File: src/rtl/apb_reg_bank.sv
// APB slave register bank: NUM_REGS read/write registers plus a read-only transfer counter (CNTR).
// Configurable wait states before PREADY; PSLVERR is returned for unmapped or misaligned addresses.
module apb_reg_bank #(
    parameter int                DATA_W      = 32,
    parameter int                ADDR_W      = 32,
    parameter int                NUM_REGS    = 8,
    parameter logic [ADDR_W-1:0] BASE_ADDR   = '0,
    parameter int                WAIT_STATES = 0
) (
    input  logic              clk,
    input  logic              reset,
    input  logic [ADDR_W-1:0] addr,
    input  logic [DATA_W-1:0] pwdata,
    output logic [DATA_W-1:0] prdata,
    input  logic              pwrite,
    input  logic              psel,
    input  logic              penable,
    output logic              pready,
    output logic              pslverr
);

    localparam int IDX_W = $clog2(NUM_REGS + 1);

    typedef enum logic [1:0] {ST_IDLE, ST_SETUP, ST_ACCESS} state_t;

    state_t              r_state;
    state_t              w_state_next;
    logic [IDX_W-1:0]    r_idx;
    logic                r_err;
    logic                r_write;
    logic [2:0]          r_wait;
    logic [DATA_W-1:0]   r_regs [NUM_REGS];
    logic [DATA_W-1:0]   r_cntr;

    logic [ADDR_W-1:0]   w_offset;
    logic [ADDR_W-3:0]   w_word;
    logic                w_dec_err;
    logic                w_setup_req;
    logic                w_access;
    logic                w_done;
    logic                w_commit;
    logic                w_load;
    logic                w_is_cntr;
    logic [NUM_REGS-1:0] w_reg_we;
    logic [DATA_W-1:0]   w_rd_reg;

    assign w_offset    = addr - BASE_ADDR;
    assign w_word      = w_offset[ADDR_W-1:2];
    assign w_dec_err   = (addr < BASE_ADDR) || ((addr[1:0] | w_offset[1:0]) != 2'b00)
                         || (w_word > (ADDR_W-2)'(NUM_REGS));
    assign w_setup_req = psel && !penable;

    // The first access-phase cycle is spent in SETUP so that a zero-wait
    // transfer completes in the second bus cycle.
    assign w_access  = psel && ((r_state == ST_ACCESS) || ((r_state == ST_SETUP) && penable));
    assign w_done    = w_access && (r_wait == 3'd0);
    assign w_commit  = w_done && !r_err;
    assign w_load    = w_setup_req && ((r_state == ST_IDLE) || w_done);
    assign w_is_cntr = (r_idx == IDX_W'(NUM_REGS));

    always_ff @(posedge clk or posedge reset) begin
        if (reset) begin
            r_state <= ST_IDLE;
        end else begin
            r_state <= w_state_next;
        end
    end

    always_comb begin
        w_state_next = r_state;
        case (r_state)
            ST_IDLE: begin
                if (w_setup_req) begin
                    w_state_next = ST_SETUP;
                end
            end
            ST_SETUP, ST_ACCESS: begin
                if (w_done) begin
                    w_state_next = w_setup_req ? ST_SETUP : ST_IDLE;
                end else if (!w_access) begin
                    w_state_next = ST_IDLE;
                end else begin
                    w_state_next = ST_ACCESS;
                end
            end
            default: w_state_next = ST_IDLE;
        endcase
    end

    always_comb begin
        pready  = w_done;
        pslverr = w_done && r_err;
        prdata  = '0;
        if (w_commit && !r_write) begin
            prdata = w_is_cntr ? r_cntr : w_rd_reg;
        end
    end

    always_ff @(posedge clk or posedge reset) begin
        if (reset) begin
            r_idx   <= '0;
            r_err   <= 1'b0;
            r_write <= 1'b0;
            r_wait  <= 3'd0;
        end else if (w_load) begin
            r_idx   <= w_word[IDX_W-1:0];
            r_err   <= w_dec_err;
            r_write <= pwrite;
            r_wait  <= 3'(WAIT_STATES);
        end else if (w_access && (r_wait != 3'd0)) begin
            r_wait  <= r_wait - 3'd1;
        end
    end

    genvar gi;
    generate
        for (gi = 0; gi < NUM_REGS; gi++) begin : g_we
            assign w_reg_we[gi] = w_commit && r_write && (r_idx == IDX_W'(gi));
        end
    endgenerate

    always_ff @(posedge clk or posedge reset) begin
        if (reset) begin
            for (int i = 0; i < NUM_REGS; i++) begin
                r_regs[i] <= '0;
            end
        end else begin
            for (int i = 0; i < NUM_REGS; i++) begin
                if (w_reg_we[i]) begin
                    r_regs[i] <= pwdata;
                end
            end
        end
    end

    always_comb begin
        w_rd_reg = '0;
        for (int i = 0; i < NUM_REGS; i++) begin
            if (r_idx == IDX_W'(i)) begin
                w_rd_reg = r_regs[i];
            end
        end
    end

    // A completed write to CNTR clears it and suppresses that transfer's increment.
    always_ff @(posedge clk or posedge reset) begin
        if (reset) begin
            r_cntr <= '0;
        end else if (w_commit) begin
            if (r_write && w_is_cntr) begin
                r_cntr <= '0;
            end else begin
                r_cntr <= r_cntr + 1'b1;
            end
        end
    end

endmodule

File: config.mk
export PLATFORM = sky130hd
export DESIGN_NAME = apb_reg_bank
export DESIGN_NICKNAME = d
export VERILOG_FILES = /design/src/rtl/apb_reg_bank.sv
export SDC_FILE = /design/constraint.sdc
export NUM_CORES = 1
export LEC_CHECK = 0
export ABC_AREA = 1
export CORE_ASPECT_RATIO = 1.25
export CORE_MARGIN = 4
export CORE_UTILIZATION = 30
export CTS_BUF_LIST = sky130_fd_sc_hd__clkbuf_16
export DETAILED_ROUTE_END_ITERATION = 12
export GPL_ROUTABILITY_DRIVEN = 0
export PLACE_DENSITY_LB_ADDON = 0.05
export SLEW_MARGIN = 10
export SYNTH_ARGS = -nofsm -noshare
export SYNTH_HDL_FRONTEND = slang
export SYNTH_SLANG_ARGS = --single-unit
File: constraint.sdc
create_clock -name clk -period 24.3 [get_ports clk]
set_input_delay 4.86 -clock clk [delete_from_list [all_inputs] [get_ports clk]]
set_output_delay 4.86 -clock clk [all_outputs]
set_load 0.005 [all_outputs]
==> flow_summary.yaml <==
timing:
  setup_ws_ns: 12.10
  fin_worst_hold_slack_ns: 0.4798
  slew_violations: 0
  final.period_utilization: 0.5019
  worst_rel_slew_slack: 0.4004
  clock_skew_ns: 0.03134
  min_clock_period_post_route_ns: 12.20
  finalSetupViolCount: 0
  hold_violations: 0
  finalSetupTns_ns: 0
  max_slew.worst_pin.slew_ns: 0.8995
  grt_setup_unrepaired: "false"
  fmax_mhz: 82.00
floorplan:
  core_area_um2: 47550
  start_util: 0.3051
  floorplan.die_area_um2: 51970
  ios: 103
  floorplan.rows: 89
  die_w_um: 204.7
  die_h_um: 253.9
setup_path:
  worstSetupEndpoint: "prdata[23]"
  cpPeakStageDelay_ns: 0.50
  rr_endpoint: "r_regs[153]"
  worstSetupPathType: "input port to output pin"
  crit_path_cell_trace: "clkdlybuf4s50_1, a21o_1, nand4_4, nor2_1, buf_4, inv_1, a21oi_1, nand2_1, inv_1, clkdlybuf4s50_1"
  startpoint_type: "input port"
  reg2reg_slack_ns: 21.04
  worstSetupEndpointType: "output pin"
  cp_data_arrival_time_ns: 7.34
  critPathMaxFanout: 26
  critical_path_slowest_stage_cell: "clkdlybuf4s50_1"
  timing.reg2reg.worst_path_depth: 9
  rr_startpoint: "r_idx[3]"
  crit_required_ns: 19.44
  startpoint: "penable"
yosys:
  dominantRegCellSynth: "dfrtp_1"
  yosys_reg_bits: 299
  syn_area_per_cell_um2: 7.755
  synth_seq_area_share: 0.5157
  synth_async_sr_flop_share: 1.000
  synth.net_count: 1947
  total_of_warnings_raised_by_yosys: 0
  postSynthCellCount: 1871
  ys_types: 36
  synth_edf_count: 0
  post_synth_instance_area_um2: 14510
final_layout:
  fillerInstances: 5081
  final_nets: 2004
  synthToLayoutAreaGrowth_pct: 18.14
  stdcell_count: 2592
  sequential_cell_area_um2: 7482
  diodes: 0
  multi_input_comb_area_um2: 6106
  drive_gt1_frac: 0.04808
placed_design:
  placed_cells_incl_taps: 2527
  dp_worst_setup_slack_ns: 12.08
  dpl.hpwl_um: 30360
  io_buffer_count: 102
clocking:
  hold_buffers: 0
  clock_buffer_count_from_cts: 36
  cts_max_path_buffers: 3
  htree_levels: 2
  cts_tree: "built"
  clk_root_buffer_cell: "clkbuf_16"
  clk_transition_reported_paths_ns: 0.05
  number_of_sinks_handled_by_clock_tree_synthesis: 299
  post_cts_resize_count: 0
  postCtsSetupRepairBufs: 0
  clk-insertion-delay-late_ns: 0.55
route:
  routed_wire_length_per_instance_um: 19.01
  ant_nets: 0
  routed_wirelength_um: 49270
  dr.first_iter.drc_count: 819
  route.detailed.drc: 0
  detailroute.via_count: 12560
  post_drt_via_cell_ratio: 4.847
  drt_pre_antenna_iters: 5
grt:
  first_pass_grt_wire_length_um: 76400
  grt.total_usage: 0.1908
  overflow: 0
  grt_start_max_net_pins: 134
  grt_pass1_vias: 12310
  antenna_found_initial: 0
power_and_ir_drop:
  power.share.switching: 0.3712
  power_density_nw_per_um2: 87.84
  power.ir.vdd_worst_mv: 0.05275
  clock_power_share: 0.328
  share_seq_of_total_power: 0.432
  p_switching_uw: 558.8
  static-leakage-power_uw: 0.007721
  totalPowerFinal_uw: 1506
  p_int_uw: 946.7
  power_frac_comb: 0.240
run:
  maxCapViolations: 0
run_status:
  outcome: "finished clean"
hold_path:
  hold_path.class: "flip-flop to flip-flop"
-- cells in the final DEF, fill, tap and decap left out, types with 2 or more instances in the layout --
cell / instances
nand3_4: 4
buf_4: 18
nand2_2: 4
inv_1: 141
clkdlybuf4s50_1: 102
or2_2: 2
nor4_1: 4
a21oi_1: 12
inv_2: 5
o211ai_1: 7
xnor2_1: 2
dfrtp_1: 299
clkinv_1: 11
nand3_1: 186
o21ai_0: 290
nand2_1: 533
clkinv_2: 7
nand4_1: 43
nor3_4: 3
o21ai_1: 23
nor2_4: 6
xor2_1: 4
inv_6: 2
nor2_1: 186
ha_1: 7
clkbuf_16: 37
a21o_1: 4
o22ai_1: 2
-- registers in the layout (all words and copies together) (netlist names) --
name,flops
r_cntr,32
r_regs,256
r_idx,4
r_wait,3
r_write,1
r_err,1
r_state,2
-- power groups by stage --
| stage | Sequential [uW] | Combinational (uW) | Clock (uW) |
|---|---|---|---|
| 6_report | 650 | 361 | 494 |
| 5_1_grt | 659 | 404 | 531 |
| 4_1_cts | 650 | 365 | 512 |
| 2_1_floorplan | 627 | 229 | 0 |
| 3_5_place_dp | 658 | 365 | 0 |
| 3_3_place_gp | 659 | 362 | 0 |
-- kinds of logic (layout without fill, tap and decap cells) --
family,after synthesis,after routing,synth area share
adder cells (fa/ha/maj),7,7,0.006036
AND/OR/NAND/NOR,978,978,0.2892
XOR/XNOR,6,6,0.003622
buffers and inverters,241,325,0.06588
flip-flops,299,299,0.5157
AO/OA/AOI/OAI,340,340,0.1196
-- metrics by stage --
stage / cell area (um^2) / utilization
floorplan: 14510 / -
global placement: 16090 / 0.3384
detailed placement: 16090 / 0.3384
CTS: 17140 / 0.3605
global route: 17140 / 0.3605
finish: 17140 / 0.3605
-- synth_stat cells, types with 2 or more instances --
master    instances  area (um^2)
nand2_1         533         2001
nand2_2           5        31.28
dfrtp_1         299         7482
nor4_1            4        25.02
ha_1              7        87.58
o21ai_1          23        115.1
a21oi_1          12        60.06
o22ai_1           2        12.51
nor3_2            2        20.02
buf_4             2        15.01
o211ai_1          7        52.55
inv_1           134        503.0
nand4_1          43        269.0
buf_1             3        11.26
clkbuf_1         62        232.7
nand3_4           4        70.07
xnor2_1           2        17.52
or2_2             2        12.51
xor2_1            4        35.03
nor2_1          187        701.9
nor2_4            4        45.04
inv_2             5        18.77
a21o_1            4        30.03
o21ai_0         290         1451
nand3_1         187        935.9
buf_2            34        170.2
-- how the worst min path moves through the flow --
stage,slack (ns),from,depth (start not counted),to
3_3_place_gp,0.47,r_regs[2],2,r_regs[2]
2_1_floorplan,0.45,r_regs[128],2,r_regs[128]
6_report,0.48,r_regs[30],2,r_regs[30]
4_1_cts,0.49,r_regs[80],2,r_regs[80]
5_1_grt,0.50,r_regs[171],2,r_regs[171]
3_5_place_dp,0.47,r_regs[79],2,r_regs[79]
-- metal layers --
layer  vias to the layer above  routed length (um)  GRT usage
li1                       6212                   -          -
met4                         0                1093    0.05151
met2                       262               23440     0.3168
met3                        58                2213    0.03306
met1                      6032               22530     0.2593
met5                         -                   0          0
-- critical path: cells and delay by family --
kind	cells	cell delay [ns]
buffers and inverters	5	1.53
AO/OA/AOI/OAI	2	0.39
AND/OR/NAND/NOR	3	0.55
-- area by class of cell --
cell class	count	area share
repair buffers	121	0.06862
clock inverters	28	0.007227
flip-flops and latches	299	0.4365
inverters	139	0.03088
multi-input cells	1331	0.3562
well taps	637	0.04650
clock buffers	37	0.05402
Power figures use the tool's default switching activity.
